==> config.mk <==
export PLATFORM = sky130hd
export DESIGN_NAME = fetch_unit
export DESIGN_NICKNAME = d
export VERILOG_FILES = /design/src/rtl/rv32_pkg.sv /design/src/rtl/pc_reg.sv /design/src/rtl/fetch_unit.sv
export SDC_FILE = /design/constraint.sdc
export NUM_CORES = 1
export LEC_CHECK = 0
export ABC_AREA = 1
export BUFFER_PORTS_ARGS = -buffer_cell sky130_fd_sc_hd__buf_2
export CORE_MARGIN = 2
export CORE_UTILIZATION = 25
export CTS_CLUSTER_SIZE = 24
export DETAILED_ROUTE_END_ITERATION = 10
export GPL_TIMING_DRIVEN = 0
export PLACE_DENSITY = 0.55
export SYNTH_ARGS = -nofsm -noshare
export SYNTH_HDL_FRONTEND = slang
export SYNTH_SLANG_ARGS = --single-unit
==> constraint.sdc <==
create_clock -name clock -period 2.2 [get_ports clock]
set_clock_uncertainty 0.1 [all_clocks]
set_input_delay 0.44 -clock clock [delete_from_list [all_inputs] [get_ports clock]]
set_output_delay 0.44 -clock clock [all_outputs]
set_load 0.005 [all_outputs]
==> src/rtl/rv32_pkg.sv <==
// Shared fetch-stage state encoding, PC step and address helpers.
package rv32_pkg;

    typedef enum logic [1:0] {
        IDLE  = 2'd0,
        REQ   = 2'd1,
        VALID = 2'd2,
        KILL  = 2'd3
    } fetch_state_e;

    localparam logic [31:0] PC_STEP = 32'd4;

    function automatic logic [31:0] align_word(input logic [31:0] addr);
        return {addr[31:2], 2'b00};
    endfunction

    function automatic logic is_misaligned(input logic [31:0] addr);
        return (addr[1:0] != 2'b00);
    endfunction

endpackage

==> src/rtl/pc_reg.sv <==
// Fetch program counter: 32-bit register with load enable and
// synchronous active-low reset to the boot address.
module pc_reg #(
    parameter logic [31:0] RESET_PC = 32'h0000_0000
) (
    input  logic        clk_i,
    input  logic        rst_ni,
    input  logic        en_i,
    input  logic [31:0] d_i,
    output logic [31:0] q_o
);

    logic [31:0] pc_q;

    // PC storage, loaded only when enabled
    always_ff @(posedge clk_i) begin
        if (!rst_ni) begin
            pc_q <= RESET_PC;
        end else if (en_i) begin
            pc_q <= d_i;
        end else begin
            pc_q <= pc_q;
        end
    end

    assign q_o = pc_q;

endmodule

==> src/rtl/fetch_unit.sv <==
// Single-outstanding instruction fetch unit with redirect/kill handling.
// All outputs come straight from registers; inputs never reach outputs combinationally.
module fetch_unit
    import rv32_pkg::*;
#(
    parameter logic [31:0] RESET_PC = 32'h0000_0000
) (
    input  logic        clock,
    input  logic        reset,
    input  logic        stall,
    input  logic        redirect_valid,
    input  logic [31:0] redirect_pc,
    output logic        imem_req,
    output logic [31:0] imem_addr,
    input  logic        imem_ack,
    input  logic [31:0] imem_rdata,
    output logic        instr_valid,
    output logic [31:0] instr,
    output logic [31:0] instr_pc,
    output logic        fetch_err
);

    fetch_state_e state_q;
    logic         imem_req_q;
    logic [31:0]  imem_addr_q;
    logic         instr_valid_q;
    logic [31:0]  instr_q;
    logic [31:0]  instr_pc_q;
    logic         fetch_err_q;

    logic [31:0]  pc_q;
    logic [31:0]  pc_d;
    logic         pc_en_d;
    logic [31:0]  pc_next_d;

    pc_reg #(
        .RESET_PC (RESET_PC)
    ) u_pc_reg (
        .clk_i  (clock),
        .rst_ni (reset),
        .en_i   (pc_en_d),
        .d_i    (pc_d),
        .q_o    (pc_q)
    );

    // PC next value: redirect target beats the sequential step of an accepted fetch
    always_comb begin
        pc_en_d   = 1'b0;
        pc_d      = pc_q + PC_STEP;
        pc_next_d = pc_q;
        if (redirect_valid) begin
            pc_en_d = 1'b1;
            pc_d    = align_word(redirect_pc);
        end else if ((state_q == REQ) && imem_ack) begin
            pc_en_d = 1'b1;
        end else begin
            pc_en_d = 1'b0;
        end
        pc_next_d = pc_en_d ? pc_d : pc_q;
    end

    // Fetch FSM with registered request and instruction outputs
    always_ff @(posedge clock) begin
        if (!reset) begin
            state_q       <= IDLE;
            imem_req_q    <= 1'b0;
            imem_addr_q   <= RESET_PC;
            instr_valid_q <= 1'b0;
            instr_q       <= 32'h0000_0000;
            instr_pc_q    <= 32'h0000_0000;
            fetch_err_q   <= 1'b0;
        end else begin
            fetch_err_q <= redirect_valid && is_misaligned(redirect_pc);
            case (state_q)
                IDLE: begin
                    state_q       <= REQ;
                    imem_req_q    <= 1'b1;
                    imem_addr_q   <= pc_next_d;
                    instr_valid_q <= 1'b0;
                end
                REQ: begin
                    if (redirect_valid) begin
                        instr_valid_q <= 1'b0;
                        imem_req_q    <= 1'b1;
                        if (imem_ack) begin
                            state_q     <= REQ;
                            imem_addr_q <= pc_next_d;
                        end else begin
                            // bus request must stay stable until the stale word returns
                            state_q     <= KILL;
                            imem_addr_q <= imem_addr_q;
                        end
                    end else if (imem_ack) begin
                        state_q       <= VALID;
                        imem_req_q    <= 1'b0;
                        instr_q       <= imem_rdata;
                        instr_pc_q    <= pc_q;
                        instr_valid_q <= 1'b1;
                    end else begin
                        state_q    <= REQ;
                        imem_req_q <= 1'b1;
                    end
                end
                VALID: begin
                    if (redirect_valid || !stall) begin
                        state_q       <= REQ;
                        imem_req_q    <= 1'b1;
                        imem_addr_q   <= pc_next_d;
                        instr_valid_q <= 1'b0;
                    end else begin
                        state_q       <= VALID;
                        imem_req_q    <= 1'b0;
                        instr_valid_q <= 1'b1;
                    end
                end
                KILL: begin
                    instr_valid_q <= 1'b0;
                    imem_req_q    <= 1'b1;
                    if (imem_ack) begin
                        state_q     <= REQ;
                        imem_addr_q <= pc_next_d;
                    end else begin
                        state_q     <= KILL;
                        imem_addr_q <= imem_addr_q;
                    end
                end
                default: begin
                    state_q       <= IDLE;
                    imem_req_q    <= 1'b0;
                    instr_valid_q <= 1'b0;
                end
            endcase
        end
    end

    assign imem_req    = imem_req_q;
    assign imem_addr   = imem_addr_q;
    assign instr_valid = instr_valid_q;
    assign instr       = instr_q;
    assign instr_pc    = instr_pc_q;
    assign fetch_err   = fetch_err_q;

endmodule

# == Word level (Yosys, flattened, before mapping) ==
# Cells that the tools add are included.
# totals
out_inout_bits,99
register_bits,133
word_cells,46
in_bits,69
# classes
bitwise,1
n_mux,21
n_reduce_logical,9
n_eq_ne,6
addsub,1
# op_table
operator,count
32-bit 2-to-1 mux,5
32-bit one-hot mux with 4 select lines,1
"32-bit by 3-bit adder with 32-bit output, second input constant",1
1-bit 2-to-1 mux,8
2-bit 2-to-1 mux,4
2-bit one-hot mux with 4 select lines,1
1-bit one-hot mux with 3 select lines,2
"2-bit equality test, second input constant",2
"2-bit inequality test, second input constant",2
"3-bit inequality test, second input constant",1
3-bit AND reduction,1
"2-bit by 1-bit equality test with 1-bit output, second input constant",1
1-bit logical AND,2
2-bit logical NOT,1
2-bit AND reduction,1
2-bit nonzero test,1
2-bit OR reduction,1
1-bit logical NOT,1
1-bit logical OR,1
1-bit inverter,1

# == Logic depth before layout (Yosys ltp) ==
# Gate-level depths: netlist (run 1).
# depth
word_depth,8
depth_mapped,12

# == By module ==
# From an unflattened synthesis (run 1), not the netlist that was laid out.
# hier_totals
hier_cells,947
hier_area_um2,6424.9
# modules_own_cells
mod,n_inst,area_per_inst_um2,cells_each
fetch_unit,1,5089.9,745
pc_reg,1,1335.0,202

# == Least setup slack after synthesis (run 1) ==
# No wires, ideal clock.
# synth_timing
path_kind,input port to flip-flop
start,input redirect_valid
end,register instr_pc_q[2] (netlist: instr_pc[2])
setup_ns,0.126
t_required_ns,1.974
arrival_ns,1.647
slack_ns,0.327
cell_stages,9
cell_sequence,inv_2 > buf_2 > buf_2 > ha_1 > nand2_1 > inv_2 > buf_2 > buf_2 > a21oi_1
# synth_via
elab_chain_len,2
# synth_lines
element,line,rtl
start: declaration,fetch_unit.sv:11,"input logic redirect_valid,"
1-bit inverter (no source line),--,
3-bit AND reduction (no source line),--,
end signal: assignment,fetch_unit.sv:97,instr_pc_q <= pc_q;
end: declaration,fetch_unit.sv:28,logic [31:0] instr_pc_q;
# Every way passes these cells.
# A chain may end at the register's enable or synchronous reset.

# == Final worst setup path (run 1) ==
# layout_timing
start,register state_q[1]
end,register imem_addr_q[6] (netlist: imem_addr[6])
# layout_via
elab_chain_len,8
elab_cells_between_ends,15
cone_classes,eq/ne (5); mux (7); reduce/logical (3)
# layout_lines
element,line,rtl
start: declaration,fetch_unit.sv:23,fetch_state_e state_q;
start signal: assignment,fetch_unit.sv:65,state_q <= IDLE;
start signal: assignment,fetch_unit.sv:76,state_q <= REQ;
start signal: assignment,fetch_unit.sv:86,state_q <= REQ;
2-bit by 1-bit equality test with 1-bit output,"fetch_unit.sv:54, fetch_unit.sv:74",
1-bit logical AND,fetch_unit.sv:54,end else if ((state_q == REQ) && imem_ack) begin
1-bit 2-to-1 mux,fetch_unit.sv:54,
1-bit 2-to-1 mux,fetch_unit.sv:51,if (redirect_valid) begin
32-bit 2-to-1 mux,--,
32-bit 2-to-1 mux,"fetch_unit.sv:85, fetch_unit.sv:119",
32-bit 2-to-1 mux,fetch_unit.sv:82,if (redirect_valid) begin
32-bit one-hot mux with 4 select lines,fetch_unit.sv:74,case (state_q)
end signal: assignment,fetch_unit.sv:78,imem_addr_q <= pc_next_d;
end signal: assignment,fetch_unit.sv:87,imem_addr_q <= pc_next_d;
end signal: assignment,fetch_unit.sv:121,imem_addr_q <= pc_next_d;
end: declaration,fetch_unit.sv:25,logic [31:0] imem_addr_q;
# Parallel ways exist; a longest one is shown, timed or not. The select of a mux whose other input is x is not followed.

==> results of run 1 <==
[cells in the final DEF, fill, tap and decap left out, types with 2 or more instances in the layout]
cell / n
clkbuf_8: 3
inv_1: 88
nor3_1: 6
bufinv_16: 3
clkinv_4: 2
o21ai_0: 98
o21ai_1: 7
clkbuf_4: 2
buf_4: 2
a211oi_1: 3
clkbuf_16: 17
inv_2: 6
clkinvlp_4: 3
ha_1: 7
nand4_1: 4
a22oi_1: 3
nand2_2: 6
xor2_1: 3
nand2_1: 129
a21oi_1: 57
and2_1: 3
nand3_1: 56
buf_2: 183
nor2_1: 158
nor2_2: 2
clkbuf_1: 21
clkinv_2: 2
o211ai_1: 7
nor2_4: 7
dfxtp_1: 133
[metrics by stage]
| step | TNS [ns] | util [%] | hold WS (ns) | setup WS [ns] |
|---|---|---|---|---|
| floorplan | 0 | - | 0.336 | 0.327 |
| global placement | -31.44 | 30.5 | 0.358 | -0.530 |
| detailed placement | -33.69 | 30.5 | 0.366 | -0.567 |
| CTS | 0 | 33.2 | 0.157 | 0.107 |
| global route | 0 | 33.2 | 0.173 | 0.0200 |
| finish | 0 | 33.2 | 0.166 | 0.174 |
[cell type report]
| cell class | instances | area (um^2) | share of cell area [%] |
|---|---|---|---|
| repair buffers | 167 | 836 | 10.8 |
| clock buffers | 21 | 470 | 6.07 |
| plain buffers | 40 | 185 | 2.39 |
| clock inverters | 11 | 149 | 1.92 |
| multi-input cells | 568 | 2700 | 34.8 |
| well taps | 319 | 399 | 5.15 |
| diodes | 1 | 2.50 | 0.0323 |
| inverters | 94 | 353 | 4.55 |
| flip-flops and latches | 133 | 2660 | 34.3 |
[what timing repair did]
item | in CTS | in global routing
endpoints found under the setup margin | 60 | 54
pin swaps | 0 | 0
resized for setup | 2 | 3
endpoints found under the hold margin | 0 | 0
gates cloned | 0 | 0
[cell usage after synthesis, drive strengths merged]
master  instances
buf            21
a311oi          1
ha              8
xor2            3
nor3            7
clkbuf         20
a221oi          2
inv            94
o211a           1
a211oi          3
nand2         135
o21a            1
nor2          167
and2            3
a31o            2
nand3          57
a31oi           1
a21oi          57
or2             1
dfxtp         133
nand4           4
o211ai          7
a22oi           3
o21ai         105
[critical path, cell delays in order, from the launching register on]
cell     delay [ns]
dfxtp_1        0.33
inv_1          0.08
ha_2           0.26
nand2_1        0.16
nand2_2        0.22
buf_2          0.30
o21ai_0        0.11
a21oi_1        0.23
a21oi_1        0.10
[worst max path at each step]
stage                                      end  slack, ns  cells after the start
floorplan             instr_pc[2]$_SDFFE_PN0P_       0.33                      9
global placement      instr_pc[3]$_SDFFE_PN0P_      -0.53                     11
detailed placement    instr_pc[3]$_SDFFE_PN0P_      -0.57                     11
CTS                 imem_addr[31]$_SDFFE_PN0P_       0.11                     10
global route            instr[10]$_SDFFE_PN0P_       0.02                     11
finish               imem_addr[6]$_SDFFE_PN0P_       0.17                      8
[sequential cells by signal (all words and copies together) (netlist names)]
register      cells
state_q           2
imem_req          1
fetch_err         1
instr            32
imem_addr        32
u_pc_reg.q_o     32
instr_pc         32
instr_valid       1
[power groups by stage]
stage / Clock [W] / Combinational (W) / Sequential (W)
3_5_place_dp: 0 / 0.000890 / 0.00274
6_report: 0.00299 / 0.000887 / 0.00269
5_1_grt: 0.00315 / 0.00101 / 0.00272
4_1_cts: 0.00306 / 0.000898 / 0.00269
2_1_floorplan: 0 / 0.000470 / 0.00274
3_3_place_gp: 0 / 0.000893 / 0.00274
[metal layers]
layer / global-route usage (%) / up-vias
met1: 21.5 / 2655
met5: 0 / -
li1: - / 3068
met4: 6.80 / 2
met2: 27.5 / 198
met3: 4.90 / 28
[cells by family (layout without fill, tap and decap cells)]
logic type	count (synthesis)	after routing	share of synthesized area (%)
buf+inv	135	333	9.09
simple gates	374	374	26.9
xor+xnor	3	3	0.446
other cells	0	1	0
flops	133	133	45.2
fa+ha+maj	8	8	1.70
compound gates	183	183	16.7
==> out/summary.log, run 1 <==
INFO  sta            report.final.slew_viol_count=0
INFO  critical_path  r2r-start=state_q[1]$_SDFF_PN0_
INFO  worst_hold_path min_delay_path_depth=3
INFO  floorplanning  floorplan.rows=56
INFO  worst_hold_path hold_path_end=instr[30]$_SDFFE_PN0P_
INFO  cts            cts_max_level=4
INFO  sta            worst_pin_slew=0.855ns
INFO  floorplanning  core_region_area=0.0233mm^2
INFO  cts            post_cts_hold_buffer_count=0
INFO  synthesis      mappedNetlistNets=913
INFO  grt            first_global_vias=5670
INFO  route          detail_route.drc_violations=0
INFO  layout         fin_cells=1354
INFO  route          num_vias=5951
INFO  sta            fin_crit_sh=92.1%
INFO  floorplanning  pin_count=168
INFO  grt            grt_first_pass_wirelength=31.7mm
INFO  sta            final-setup-viol-count=0
INFO  synthesis      yosys.cell_types.count=34
INFO  floorplanning  chipWidth=158um
INFO  critical_path  path_class=reg2reg
INFO  pwr            total_power=0.00657W
INFO  pwr            p_clk_share=45.5%
INFO  pwr            vdd.ir_drop.worst=0.415mV
INFO  layout         final_layout_size_suffix_gt1_share=23.7%
INFO  route          drt-met1-wl=9.72mm
INFO  synthesis      syn_inst=836
INFO  layout         filler_cell_count=2580
INFO  grt            antenna_found_initial=1
INFO  pwr            p_int=0.00480W
INFO  sta            unrepaired_setup_endpoints_after_global_routing=no
INFO  placed_design  place.gp.congestion=0.959
INFO  cts            cts_tree=built
INFO  critical_path  critical_path.max_fanout=10
INFO  route          wire_length_per_cell=15.5um
INFO  critical_path  critPathRequiredTime=2.40ns
INFO  placed_design  total_half_perimeter_wirelength_after_legalization_and_detailed_placement=16.3mm
INFO  synthesis      yosys_register_bits=133
INFO  sta            slew-limit-headroom=43.0%
INFO  critical_path  reg2reg_slack=0.17ns
INFO  cts            clkSlewWorstSetupHoldPaths=0.06ns
INFO  floorplanning  chipHeight=158um
INFO  floorplanning  initial_core_util=25.2%
INFO  cts            clock-sinks=133
INFO  placed_design  placement.io_buffers=167
INFO  cts            clock_tree.buffer_depth=2
INFO  route          post_drt_via_cell_ratio=4.40
INFO  sta            timing.final.crit_period=2.03ns
INFO  route          drt_pass1_iterations=5
INFO  route          postRouteWirelength=21.0mm
INFO  critical_path  crit_arrival=2.22ns
INFO  synthesis      netlist.area_leader.share=45.2%
INFO  pwr            power.share.switching=27.0%
INFO  cts            cts_setup_buffers=0
INFO  synthesis      postSynthAreaPerCell=7.05um^2
INFO  layout         areaGrowthSynthToFinish=31.6%
INFO  layout         final_net_count=1098
INFO  route          drt_iter0_markers=381
INFO  pwr            power_frac_seq=41.0%
INFO  run            timing.max_cap.violations=0
INFO  critical_path  worst_setup_path_startpoint=state_q[1]$_SDFF_PN0_
INFO  synthesis      synth_area_leaders=dfxtp_1, nor2_1, o21ai_0, nand2_1, inv_1
INFO  pwr            pwr-share-comb=13.5%
INFO  critical_path  reg2reg_to=imem_addr[6]$_SDFFE_PN0P_
INFO  worst_hold_path worst_hold_path_class=in2reg
INFO  sta            hold_viol_final=0
INFO  status         outcome=completed
INFO  grt            grt_start_max_net_pins=17
INFO  worst_hold_path hold_path.startpoint=imem_rdata[30]
INFO  critical_path  worst_setup_path_start_kind=flip-flop
INFO  synthesis      synth_seq_area_share=45.2%
INFO  pwr            power.switching=0.00178W
INFO  placed_design  placedCellCount=1322
INFO  layout         design_area=0.00775mm^2
INFO  cts            clock_latency=0.42ns
INFO  route          met3_wirelength=1.57mm
INFO  synthesis      biggest_area_consumer_among_synthesized_cells=dfxtp_1
INFO  floorplanning  full_die_area=0.0248mm^2
INFO  grt            global_route.usage.total=17.1%
INFO  pwr            pwr_density_cell=847mW/mm^2
INFO  synthesis      post_synth_instance_area=0.00589mm^2
INFO  placed_design  place_area=0.00713mm^2
INFO  route          route.met2.wl=9.22mm
INFO  pwr            p_leak=3.64nW
INFO  grt            grt_remaining_overflow=0
INFO  critical_path  reg2reg_depth=8
INFO  synthesis      yosysWarnings=0
INFO  cts            clk_root_buffer_cell=clkbuf_16
INFO  route          maxUsedRoutingLayer=met5
INFO  sta            fmax=494MHz
INFO  route          ant_nets=0
INFO  cts            cts_buffers=17
INFO  critical_path  worstSetupEndpointType=flip-flop
Note: power is estimated with default switching activity, not from simulation.
==> inputs of run 2 (changes only) <==
==> constraint.sdc (replaced) <==
create_clock -name clock -period 2 [get_ports clock]
set_clock_uncertainty 0.1 [all_clocks]
set_input_delay 0.4 -clock clock [delete_from_list [all_inputs] [get_ports clock]]
set_output_delay 0.4 -clock clock [all_outputs]
set_load 0.005 [all_outputs]
==> run 2 against run 1 <==
Highest routed layer unchanged. Setup slack worse by 0.033 ns. Critical path type unchanged. Die area unchanged. Via count up 0.76%. Fmax up 9.0%.
==> out/summary.log, run 2 (synthesis gave the netlist of run 1 again) <==
INFO  status         outcome=completed
INFO  sta            hold_viol_final=0
INFO  pwr            total_power=0.00727W
INFO  floorplanning  pin_count=168
INFO  critical_path  max_incr_delay_on_cp=0.33ns
INFO  worst_hold_path hold_path.startpoint=imem_rdata[30]
INFO  grt            grt_remaining_overflow=0
INFO  sta            unrepaired_setup_endpoints_after_global_routing=no
INFO  grt            grt_start_max_net_pins=17
INFO  sta            worst_pin_slew=0.833ns
INFO  cts            cts_max_level=4
INFO  cts            clkSlewWorstSetupHoldPaths=0.06ns
INFO  critical_path  reg2reg_depth=8
INFO  route          ant_nets=0
INFO  critical_path  worst-path-buf-inv=2
INFO  route          wire_length_per_cell=15.5um
INFO  cts            clock-sinks=133
INFO  layout         areaGrowthSynthToFinish=33.5%
INFO  grt            first_global_vias=5657
INFO  floorplanning  initial_core_util=25.2%
INFO  critical_path  crit_family=compound AO/OA/AOI/OAI gates
INFO  critical_path  r2r-start=state_q[1]$_SDFF_PN0_
INFO  critical_path  crit_arrival=2.06ns
INFO  critical_path  worstSetupEndpointType=flip-flop
INFO  sta            report.final.slew_viol_count=0
INFO  placed_design  place.gp.congestion=0.959
INFO  pwr            vdd.ir_drop.worst=0.457mV
INFO  route          detail_route.drc_violations=0
INFO  sta            timing.final.crit_period=1.86ns
INFO  critical_path  cp_max_stage_cell=dfxtp_1
INFO  critical_path  critPathRequiredTime=2.20ns
INFO  route          postRouteWirelength=21.1mm
INFO  placed_design  placement.io_buffers=167
INFO  layout         filler_cell_count=2570
INFO  layout         fin_cells=1359
INFO  critical_path  number_of_logic_stages_on_the_critical_path_including_buffering=8
INFO  layout         final_layout_size_suffix_gt1_share=25.0%
INFO  pwr            p_leak=3.69nW
INFO  sta            slew-limit-headroom=44.4%
INFO  sta            finalWorstSetupSlack=0.141ns
INFO  worst_hold_path worst_hold_path_class=in2reg
INFO  worst_hold_path min_delay_path_depth=3
INFO  route          drt_iter0_markers=408
INFO  critical_path  critical_path.cell_chain=inv_1 > ha_2 > nand2_2 > nand2_4 > buf_4 > o21ai_0 > a21oi_1 > a21oi_1
INFO  floorplanning  chipWidth=158um
INFO  sta            final-setup-viol-count=0
INFO  cts            clock_latency=0.42ns
INFO  cts            cts_tree=built
INFO  cts            clock_tree.buffer_depth=2
INFO  critical_path  critical_path.max_fanout=10
INFO  critical_path  worst_setup_path_start_kind=flip-flop
INFO  critical_path  worst_path_most_repeated_cell=a21oi_1
INFO  grt            antenna_found_initial=1
INFO  route          drt_pass1_iterations=4
INFO  route          post_drt_via_cell_ratio=4.41
INFO  placed_design  pre_cts_ws=-0.727ns
INFO  grt            grt_first_pass_wirelength=31.7mm
INFO  critical_path  worst_setup_path_startpoint=state_q[1]$_SDFF_PN0_
INFO  pwr            pwr_density_cell=924mW/mm^2
INFO  cts            cts_buffers=17
INFO  layout         mostFrequentLayoutCells=buf_2, nor2_1, dfxtp_1
INFO  floorplanning  floorplan.rows=56
INFO  route          num_vias=5996
INFO  layout         final_net_count=1103
INFO  sta            setup_total_negative_slack=0ns
INFO  run            timing.max_cap.violations=0
INFO  sta            fmax=538MHz
INFO  layout         mostFrequentLayoutCell=buf_2
INFO  floorplanning  chipHeight=158um
INFO  placed_design  placedCellCount=1322
INFO  critical_path  path_class=reg2reg
INFO  sta            fin_crit_sh=92.9%
INFO  cts            clk_root_buffer_cell=clkbuf_16
INFO  placed_design  total_half_perimeter_wirelength_after_legalization_and_detailed_placement=16.3mm
INFO  floorplanning  full_die_area=0.0248mm^2
INFO  floorplanning  core_region_area=0.0233mm^2
INFO  grt            global_route.usage.total=17.1%
## run 2: final cells by class
class	instances	area, um^2	area share (%)
Timing Repair Buffer	171	866	11.0
Buffer	41	228	2.90
Multi-Input combinational cell	568	2730	34.7
Antenna cell	1	2.50	0.0318
Clock inverter	11	149	1.89
Inverter	94	353	4.49
Tap cell	319	399	5.07
Sequential cell	133	2670	33.9
Clock buffer	21	470	5.98
## run 2: path summary, 6_finish.rpt
kind	end	slack [ns]
worst min register to register	instr_pc[4]$_SDFFE_PN0P_	0.38
worst min-delay path	instr[30]$_SDFFE_PN0P_	0.13
worst max-delay path	imem_addr[6]$_SDFFE_PN0P_	0.14
worst max register to register	imem_addr[6]$_SDFFE_PN0P_	0.14
## run 2: stage by stage
stage / area (um^2) / utilization, % / hold WS [ns]
2_1_floorplan: 5890 / - / 0.336
3_3_place_gp: 7130 / 30.5 / 0.358
3_5_place_dp: 7130 / 30.5 / 0.366
4_1_cts: 7770 / 33.3 / 0.117
5_1_grt: 7860 / 33.7 / 0.133
6_report: 7870 / 33.7 / 0.128
## run 2: worst register-to-register path: stages (launching register included)
cell and delay [ns]:
dfxtp_1 0.33, inv_1 0.08, ha_2 0.28, nand2_2 0.14, nand2_4 0.15, buf_4 0.22
o21ai_0 0.10, a21oi_1 0.24, a21oi_1 0.10
## run 2: where the power goes
group / internal (W) / switching (W)
clock network: 0.00206 / 0.00123
registers: 0.00284 / 0.000120
logic: 0.000395 / 0.000612
## run 2: metal layers
| metal | global-route usage, % | part of all wire, % | vias up |
|---|---|---|---|
| met5 | 0 | 0.043 | - |
| met4 | 6.80 | 2.3 | 2 |
| met3 | 4.90 | 8.0 | 28 |
| met2 | 27.4 | 44 | 198 |
| met1 | 21.6 | 46 | 2688 |
| li1 | - | - | 3080 |
## run 2: timing repair
item	4_1_cts	5_1_grt
hold buffers	0	0
pin swaps	0	1
endpoints found under the setup margin	78	89
buffers inserted	0	4
gates resized for setup	11	24
==> inputs of run 3 (changes only) <==
==> constraint.sdc (replaced) <==
create_clock -name clock -period 2 [get_ports clock]
set_clock_uncertainty 0.1 [all_clocks]
set_input_delay 0.5 -clock clock [delete_from_list [all_inputs] [get_ports clock]]
set_output_delay 0.5 -clock clock [all_outputs]
set_load 0.005 [all_outputs]
==> run 3 against run 2 <==
Routed wire length is 0.80% higher. Combinational power about the same. Clock power barely moved. Cell count grew 0.15%. Die area did not move. Sequential share of layout area is 0.075 points lower. First-iteration DRC count down 5.6%. Fmax decreased by 1.2%.
==> out/summary.log, run 3 (synthesis gave the netlist of run 1 again) <==
INFO  status         outcome=completed
INFO  floorplanning  chipWidth=158um
INFO  pwr            vdd.ir_drop.worst=0.454mV
INFO  critical_path  critPathRequiredTime=2.21ns
INFO  placed_design  place_area=0.00713mm^2
INFO  placed_design  place.gp.congestion=0.959
INFO  critical_path  crit_arrival=2.09ns
INFO  floorplanning  full_die_area=0.0248mm^2
INFO  route          ant_nets=0
INFO  layout         design_area=0.00788mm^2
INFO  sta            hold_viol_final=0
INFO  sta            worst_pin_slew=0.830ns
INFO  layout         final_net_count=1105
INFO  critical_path  critical_path.max_fanout=10
INFO  grt            grt_start_max_net_pins=17
INFO  grt            antenna_found_initial=1
INFO  sta            unrepaired_setup_endpoints_after_global_routing=no
INFO  grt            global_route.usage.total=17.2%
INFO  cts            cts_max_level=4
INFO  route          num_vias=5967
INFO  route          postRouteWirelength=21.3mm
INFO  pwr            power_frac_seq=40.8%
INFO  sta            fmax=532MHz
INFO  critical_path  worst_setup_path_start_kind=flip-flop
INFO  layout         filler_cell_count=2578
INFO  sta            slew-limit-headroom=44.6%
INFO  pwr            power.share.switching=27.0%
INFO  cts            clock_latency=0.42ns
INFO  cts            cts_tree=built
INFO  cts            clock-sinks=133
INFO  route          drt_pass1_iterations=5
INFO  route          wire_length_per_cell=15.6um
INFO  route          post_drt_via_cell_ratio=4.38
INFO  pwr            pwr_density_cell=922mW/mm^2
INFO  grt            grt_remaining_overflow=0
INFO  pwr            p_clk_share=45.3%
INFO  layout         mostFrequentLayoutCell=buf_2
INFO  cts            clkSlewWorstSetupHoldPaths=0.06ns
INFO  placed_design  placement.io_buffers=167
INFO  run            timing.max_cap.violations=0
INFO  floorplanning  floorplan.rows=56
INFO  cts            clk_root_buffer_cell=clkbuf_16
INFO  layout         final_layout_size_suffix_gt1_share=25.2%
INFO  sta            final-setup-viol-count=0
INFO  layout         mostFrequentLayoutCells=buf_2, nor2_1, dfxtp_1
INFO  grt            grt_first_pass_wirelength=31.8mm
INFO  floorplanning  pin_count=168
INFO  pwr            p_leak=3.70nW
INFO  pwr            power.switching=0.00196W
INFO  sta            timing.final.crit_period=1.88ns
INFO  floorplanning  chipHeight=158um
INFO  worst_hold_path worst_hold_path_class=in2reg
INFO  sta            report.final.slew_viol_count=0
INFO  route          detail_route.drc_violations=0
INFO  pwr            pwr-share-comb=13.9%
INFO  grt            first_global_vias=5653
INFO  sta            fin_crit_sh=94.0%
INFO  pwr            p_int=0.00530W
INFO  layout         areaGrowthSynthToFinish=33.8%
INFO  sta            fin_hold_ws=0.227ns
INFO  critical_path  worstSetupEndpointType=flip-flop
INFO  floorplanning  initial_core_util=25.2%
INFO  cts            cts_buffers=17
INFO  placed_design  total_half_perimeter_wirelength_after_legalization_and_detailed_placement=16.3mm
INFO  route          drt_iter0_markers=385
INFO  floorplanning  core_region_area=0.0233mm^2
INFO  critical_path  path_class=reg2reg
INFO  cts            clock_tree.buffer_depth=2
-- run 3: path summary, 6_finish.rpt --
check | from | cells after the start | slack (ns) | to
max reg2reg | state_q[1]$_SDFF_PN0_ | 9 | 0.12 | imem_addr[16]$_SDFFE_PN0P_
min reg2reg | instr[31]$_SDFFE_PN0P_ | 2 | 0.38 | instr[31]$_SDFFE_PN0P_
min | imem_rdata[30] | 3 | 0.23 | instr[30]$_SDFFE_PN0P_
max | state_q[1]$_SDFF_PN0_ | 9 | 0.12 | imem_addr[16]$_SDFFE_PN0P_
-- run 3: timing repair --
item,in CTS,in global routing
hold buffers,0,0
pin swaps,0,2
resized for setup,16,20
setup buffers,1,5
gates cloned,0,0
endpoints found under the setup margin,78,93
-- run 3: metrics by stage --
stage | TNS [ns] | utilization, % | total power (W) | worst slack, ns | cells
finish | 0 | 33.8 | 0.00727 | 0.120 | 1361
global placement | -49.85 | 30.5 | 0.00399 | -0.790 | 1322
global route | 0 | 33.8 | 0.00760 | 0.00452 | 1360
floorplan | 0 | - | 0.00353 | 0.0670 | 836
detailed placement | -51.97 | 30.5 | 0.00400 | -0.827 | 1322
CTS | 0 | 33.4 | 0.00733 | 0.0167 | 1355
-- run 3: final cells by class --
type                       instances  area, um^2  area share (%)
sequential                       133        2660            33.8
multi-input combinational        568        2730            34.6
clock buffer                      21         470            5.97
timing repair buffer             173         881            11.2
buffer                            41         234            2.97
antenna                            1        2.50          0.0318
tap                              319         399            5.07
inverter                          94         353            4.48
clock inverter                    11         149            1.89
-- run 3: power groups by stage --
stage	Combinational (W)	Clock, W	Sequential (W)
after floorplan	0.000517	0	0.00302
after global placement	0.000982	0	0.00301
after detailed placement	0.000979	0	0.00302
after CTS	0.00100	0.00336	0.00296
after global routing	0.00115	0.00346	0.00299
final	0.00101	0.00329	0.00296
-- run 3: critical path, stage by stage (launching register included) --
cell      delay (ns)
dfxtp_1         0.35
inv_1           0.07
ha_2            0.23
o21ai_2         0.17
nand3_4         0.13
inv_2           0.11
buf_2           0.25
nand3_1         0.16
o211ai_1        0.11
inv_1           0.06
-- run 3: metal layers --
layer	routed length [um]	vias up	global-route usage [%]	part of all wire, %
li1	-	3083	-	-
met1	9750	2644	21.7	46
met2	9340	212	27.7	44
met3	1730	26	4.90	8.1
met4	433	2	6.45	2.0
met5	9	-	0	0.042
